==> src/rtl/payment_settle.sv <==
// Coin payment and settlement stage: accumulates 1/5/10 coins against a latched
// price, pulses dispense when covered, and returns change or a full refund.
module payment_settle #(
    parameter int unsigned TIMEOUT_CYCLES = 1000
) (
    input  logic       clk,
    input  logic       rst,
    input  logic [3:0] price,
    input  logic [3:0] goods_num,
    input  logic       coin1,
    input  logic       coin5,
    input  logic       coin10,
    input  logic       cancel,
    output logic [7:0] paid_bcd,
    output logic [7:0] change_bcd,
    output logic       dispense,
    output logic [3:0] dispense_num,
    output logic       refund,
    output logic       coin_reject,
    output logic       busy
);

    localparam int unsigned TMO_W    = $clog2(TIMEOUT_CYCLES + 1);
    localparam int unsigned AMT_W    = 7;
    localparam int unsigned SUM_W    = 8;
    localparam int unsigned COIN_W   = 5;
    localparam int unsigned MAX_PAID = 99;

    typedef enum logic [1:0] {
        IDLE   = 2'd0,
        PAY    = 2'd1,
        VEND   = 2'd2,
        RETURN = 2'd3
    } state_t;

    state_t             state;
    logic [AMT_W-1:0]   paid_q;
    logic [AMT_W-1:0]   change_q;
    logic [3:0]         price_q;
    logic [3:0]         item_q;
    logic [TMO_W-1:0]   tmo_cnt;
    logic               armed;

    logic [COIN_W-1:0]  coin_val_c;
    logic [SUM_W-1:0]   paid_sum_c;
    logic               any_coin_c;
    logic               coin_take_c;

    // Coin value for this cycle and whether PAY can absorb it without exceeding 99
    assign coin_val_c  = COIN_W'(coin1) + (coin5 ? COIN_W'(5) : COIN_W'(0))
                       + (coin10 ? COIN_W'(10) : COIN_W'(0));
    assign any_coin_c  = coin1 | coin5 | coin10;
    assign paid_sum_c  = SUM_W'(paid_q) + SUM_W'(coin_val_c);
    assign coin_take_c = (state == PAY) && any_coin_c && !cancel
                       && (paid_sum_c <= SUM_W'(MAX_PAID));

    function automatic logic [7:0] to_bcd(input logic [AMT_W-1:0] v);
        logic [AMT_W-1:0] tens;
        logic [AMT_W-1:0] ones;
        tens = v / AMT_W'(10);
        ones = v % AMT_W'(10);
        return {4'(tens), 4'(ones)};
    endfunction

    assign paid_bcd   = to_bcd(paid_q);
    assign change_bcd = to_bcd(change_q);

    always_ff @(posedge clk or posedge rst) begin
        if (rst) begin
            state        <= IDLE;
            paid_q       <= '0;
            change_q     <= '0;
            price_q      <= '0;
            item_q       <= '0;
            tmo_cnt      <= '0;
            armed        <= 1'b1;
            dispense     <= 1'b0;
            dispense_num <= '0;
            refund       <= 1'b0;
            coin_reject  <= 1'b0;
            busy         <= 1'b0;
        end else begin
            dispense     <= 1'b0;
            dispense_num <= '0;
            refund       <= 1'b0;
            coin_reject  <= any_coin_c && !coin_take_c;
            // Re-arm only on an explicit deselect so a held price cannot re-trigger
            if (price == 4'd0) begin
                armed <= 1'b1;
            end
            case (state)
                IDLE: begin
                    if (price != 4'd0 && armed) begin
                        state    <= PAY;
                        busy     <= 1'b1;
                        price_q  <= price;
                        item_q   <= goods_num;
                        paid_q   <= '0;
                        change_q <= '0;
                        tmo_cnt  <= '0;
                        armed    <= 1'b0;
                    end
                end
                PAY: begin
                    if (coin_take_c) begin
                        paid_q <= AMT_W'(paid_sum_c);
                    end
                    // A coin accepted this cycle restarts the idle window instead of timing out
                    if (cancel) begin
                        state    <= RETURN;
                        change_q <= paid_q;
                        refund   <= 1'b1;
                    end else if (paid_q >= AMT_W'(price_q)) begin
                        state        <= VEND;
                        dispense     <= 1'b1;
                        dispense_num <= item_q;
                    end else if (coin_take_c) begin
                        tmo_cnt <= '0;
                    end else if (tmo_cnt == TMO_W'(TIMEOUT_CYCLES - 1)) begin
                        state    <= RETURN;
                        change_q <= paid_q;
                        refund   <= 1'b1;
                    end else begin
                        tmo_cnt <= tmo_cnt + TMO_W'(1);
                    end
                end
                VEND: begin
                    state    <= RETURN;
                    change_q <= paid_q - AMT_W'(price_q);
                    refund   <= 1'b1;
                end
                RETURN: begin
                    state  <= IDLE;
                    busy   <= 1'b0;
                    paid_q <= '0;
                end
                default: begin
                    state <= IDLE;
                    busy  <= 1'b0;
                end
            endcase
        end
    end

endmodule

==> config.mk <==
export PLATFORM = sky130hd
export DESIGN_NAME = payment_settle
export DESIGN_NICKNAME = d
export VERILOG_FILES = /design/src/rtl/payment_settle.sv
export SDC_FILE = /design/constraint.sdc
export NUM_CORES = 1
export LEC_CHECK = 0
export CAP_MARGIN = 0
export CORE_MARGIN = 10
export CORE_UTILIZATION = 32
export CTS_CLUSTER_SIZE = 8
export DETAILED_ROUTE_END_ITERATION = 12
export HOLD_SLACK_MARGIN = 0.12
export PLACE_DENSITY = 0.56
export SYNTH_ARGS = -nofsm -noshare
export SYNTH_HDL_FRONTEND = slang
export SYNTH_SLANG_ARGS = --single-unit
==> constraint.sdc <==
create_clock -name clk -period 3.52 [get_ports clk]
set_input_delay 0.704 -clock clk [delete_from_list [all_inputs] [get_ports clk]]
set_output_delay 0.704 -clock clk [all_outputs]
set_load 0.005 [all_outputs]
==> parameters.txt <==
Parameter                              Value

Worst hold path
  Min-Delay Path Class    reg -> reg
  Hold Path Cell Cnt    1

Clock network
  Maximum clock insertion buffer count    2
  Clock tree from TritonCTS    built
  Worst skew pair latency    0.30 ns
  Clk pin slew, worst setup/hold paths    0.09 ns
  TritonCTS buffer count    5
  Total number of clock tree sinks    43
  CTS H-tree depth    2
  Clock Tree Root    sky130_fd_sc_hd__clkbuf_8

Yosys
  Mapped cell area    3530 um2
  Synth cell count leaders    sky130_fd_sc_hd__dfrtp_1 (42), sky130_fd_sc_hd__nand2_1 (37), sky130_fd_sc_hd__o21ai_0 (31)
  Synthesis-stage register bit count    43
  Most instantiated library cell after synthesis    sky130_fd_sc_hd__dfrtp_1
  FFs w/ async S/R, synth    100%
  Count of mapped cells out of synthesis    421
  Leading cell types by total area after synthesis    sky130_fd_sc_hd__dfrtp_1 (30%), sky130_fd_sc_hd__ha_1 (6.0%), sky130_fd_sc_hd__o21ai_0 (4.4%)
  Count of cell types in the netlist    67
  Number of synthesized flops with an enable pin    0
  Yosys warning total    0
  Number of nets in the synthesized netlist    455
  Synthesized area per cell    8.39 um2
  Main flop type after synthesis    sky130_fd_sc_hd__dfrtp_1
  Largest area contributor in the netlist    sky130_fd_sc_hd__dfrtp_1
  Post-synthesis sequential area ratio    30.5%
  Area fraction of the dominant cell type after synthesis    29.8%

Power and ir drop
  Worst IR Drop VDD    0.350 mV
  Pwr Density    751 nW/um2
  Logic pwr share    68.0%
  LEAKAGE    1.92 nW
  Sw frac    43.9%
  Power dissipated by switching net loads    1.48 mW
  Internal power component    1.89 mW
  Power share of the sequential group    22.3%
  Clk pwr share    9.7%

Worst setup path
  Setup slack, reg-to-reg    0.52 ns
  Crit path capture type    flip-flop
  Source of the worst register-to-register timing path    paid_q[0]
  Critical path required time    3.71 ns
  Worst reg2reg endpoint    change_q[2]
  Crit path capture    change_q[2]
  Length in cells of the worst reg-to-reg path    10
  Critical path startpoint    coin1
  Launching element type of the critical path    primary input
  Worst Path Max Fanout    7
  WP data arrival    3.53 ns
  WS Path Type    in -> reg

Timing
  Unrepaired setup endpoints after global routing    false
  Worst max-slew margin expressed relative to the limit    28.9%
  Final count of negative-setup-slack endpoints    0
  Slew of the pin with the lowest slew margin    1.06 ns
  Count of pins over their slew limit    0
  Final Hold Viols    0
  Final critical delay including setup and external delays    3.34 ns
  Clk_skew    0.00919 ns
  Achievable Freq    299 MHz
  Fraction of the cycle the final worst path needs    95.0%

Route
  Remaining number of nets flagged by the antenna check after routing    0
  Initial DRT Pass Iterations    4
  Routed length per placed instance    14.5 um
  Remaining design rule violation count    0
  WL final    9060 um
  DRC marker count from the first detailed-route iteration    160
  Via/cell ratio    5.20
  Total via count in the routed design    3263

Final layout
  N_diodes    0
  Fin area    4480 um2
  Cell Count, Final, Fillers Out    627
  Share of post-route cells with drive strength above 1    20.7%
  Utilization after layout    41.4%
  Total number of nets in the final design    520
  P&R area growth vs syn    26.9%

Outcome
  Status    complete, no violations

Die
  Initial standard-cell utilization of the core    32.6%
  Placeable core region    10800 um2
  Total I/O pin count    38
  Die Ht    125 um
  Total number of placement rows    38
  Die X    125 um
  Die Area    15600 um2

GRT
  Pin count of the biggest net entering global routing    30
  Wire length of the first global-routing pass    15500 um
  Number of antenna violations at the first check in global routing    0
  Vias in the first global route    3282
  Total gr overflow    0
  Global-route usage over all layers    11.4%

Placement
  Placed standard-cell area    4270 um2
  Post-detailed-placement half-perimeter wirelength    7110 um
  Placed insts    615
  Number of buffer cells added on primary ports    37
  RePlAce Congestion    0.884

Flow run
  Max-cap viol count    0
routing by layer:
layer / GRT usage [%] / vias to the layer above / routed length, um
met5: 0 / - / 0
met3: 2.45 / 16 / 372
met1: 14.1 / 1548 / 4100
met2: 19.1 / 61 / 4390
li1: - / 1638 / -
met4: 4.00 / 0 / 200
area by class of cell:
class | instances | area, um2
clock buffers | 5 | 68.8
flip-flops and latches | 43 | 1080
well taps | 140 | 175
fillers | 1117 | 6360
inverters | 26 | 97.6
multi-input cells | 328 | 2330
clock inverters | 3 | 25.0
repair buffers | 82 | 703
cell families (layout without fill, tap and decap cells):
logic type | count (synthesis) | count (layout) | share of synthesized area, %
AND/OR/NAND/NOR | 152 | 152 | 21.8
AO/OA/AOI/OAI | 122 | 122 | 23.9
buffers and inverters | 50 | 116 | 5.99
flip-flops | 43 | 43 | 30.5
adder cells (fa/ha/maj) | 22 | 22 | 8.29
multiplexers | 21 | 21 | 6.73
XOR/XNOR | 11 | 11 | 2.73
power groups by stage:
stage	clock (mW)	combinational, mW	sequential [mW]
after floorplan	0	1.46	0.718
after global placement	0	2.21	0.751
after detailed placement	0	2.25	0.754
after CTS	0.346	2.27	0.745
after global routing	0.363	2.54	0.776
final	0.327	2.29	0.751
through the flow:
stage	setup slack, ns	hold WS, ns	total power, mW	setup TNS [ns]
4_1_cts	0.00375	0.489	3.36	0
5_1_grt	0.0199	0.511	3.68	0
2_1_floorplan	0.330	0.447	2.18	0
3_5_place_dp	-0.128	0.466	3.01	-1.54
6_report	0.176	0.480	3.37	0
3_3_place_gp	-0.0855	0.457	2.96	-0.628
worst min-delay path by stage:
stage,start,endpoint
after floorplan,item_q[0],dispense_num[0]
after global placement,item_q[1],dispense_num[1]
after detailed placement,item_q[0],dispense_num[0]
after CTS,item_q[0],dispense_num[0]
after global routing,item_q[0],dispense_num[0]
final,item_q[0],dispense_num[0]
state kept, by name (all words and copies together) (netlist names):
signal / cells
armed: 1
busy: 1
change_q: 7
coin_reject: 1
dispense: 1
dispense_num: 4
item_q: 4
paid_q: 7
price_q: 4
refund: 1
state: 2
tmo_cnt: 10
placed cells by master (no fill, tap or decap), types with 11 or more instances in the layout:
cell type                         netlist  final
sky130_fd_sc_hd__o21ai_0               31     28
sky130_fd_sc_hd__nand2_1               37     35
sky130_fd_sc_hd__nor2_1                29     27
sky130_fd_sc_hd__ha_1                  17     15
sky130_fd_sc_hd__nor2b_1               14     13
sky130_fd_sc_hd__buf_4                  5     43
sky130_fd_sc_hd__nor3_1                11     11
sky130_fd_sc_hd__dfrtp_1               42     41
sky130_fd_sc_hd__nand2b_1              13     11
sky130_fd_sc_hd__inv_1                 26     25
sky130_fd_sc_hd__nand3_1               19     19
sky130_fd_sc_hd__a21oi_1               25     24
sky130_fd_sc_hd__clkdlybuf4s50_1        0     30
worst max-delay path: stages:
cell	delay, ns
sky130_fd_sc_hd__clkdlybuf4s50_1	0.51
sky130_fd_sc_hd__fa_1	0.20
sky130_fd_sc_hd__inv_1	0.05
sky130_fd_sc_hd__fa_1	0.43
sky130_fd_sc_hd__nand2b_1	0.19
sky130_fd_sc_hd__nor4_1	0.33
sky130_fd_sc_hd__a211oi_2	0.13
sky130_fd_sc_hd__a21oi_4	0.29
sky130_fd_sc_hd__a21oi_2	0.12
sky130_fd_sc_hd__o21ai_4	0.25
sky130_fd_sc_hd__mux2_4	0.33
what timing repair did:
item                                   4_1_cts  5_1_grt
setup endpoints to repair                    7        8
endpoints found under the hold margin        0        0
pin swaps                                    3        6
setup buffers                                0        4
gates resized for setup                     17       23
hold buffers                                 0        0
Power figures use the tool's default switching activity.
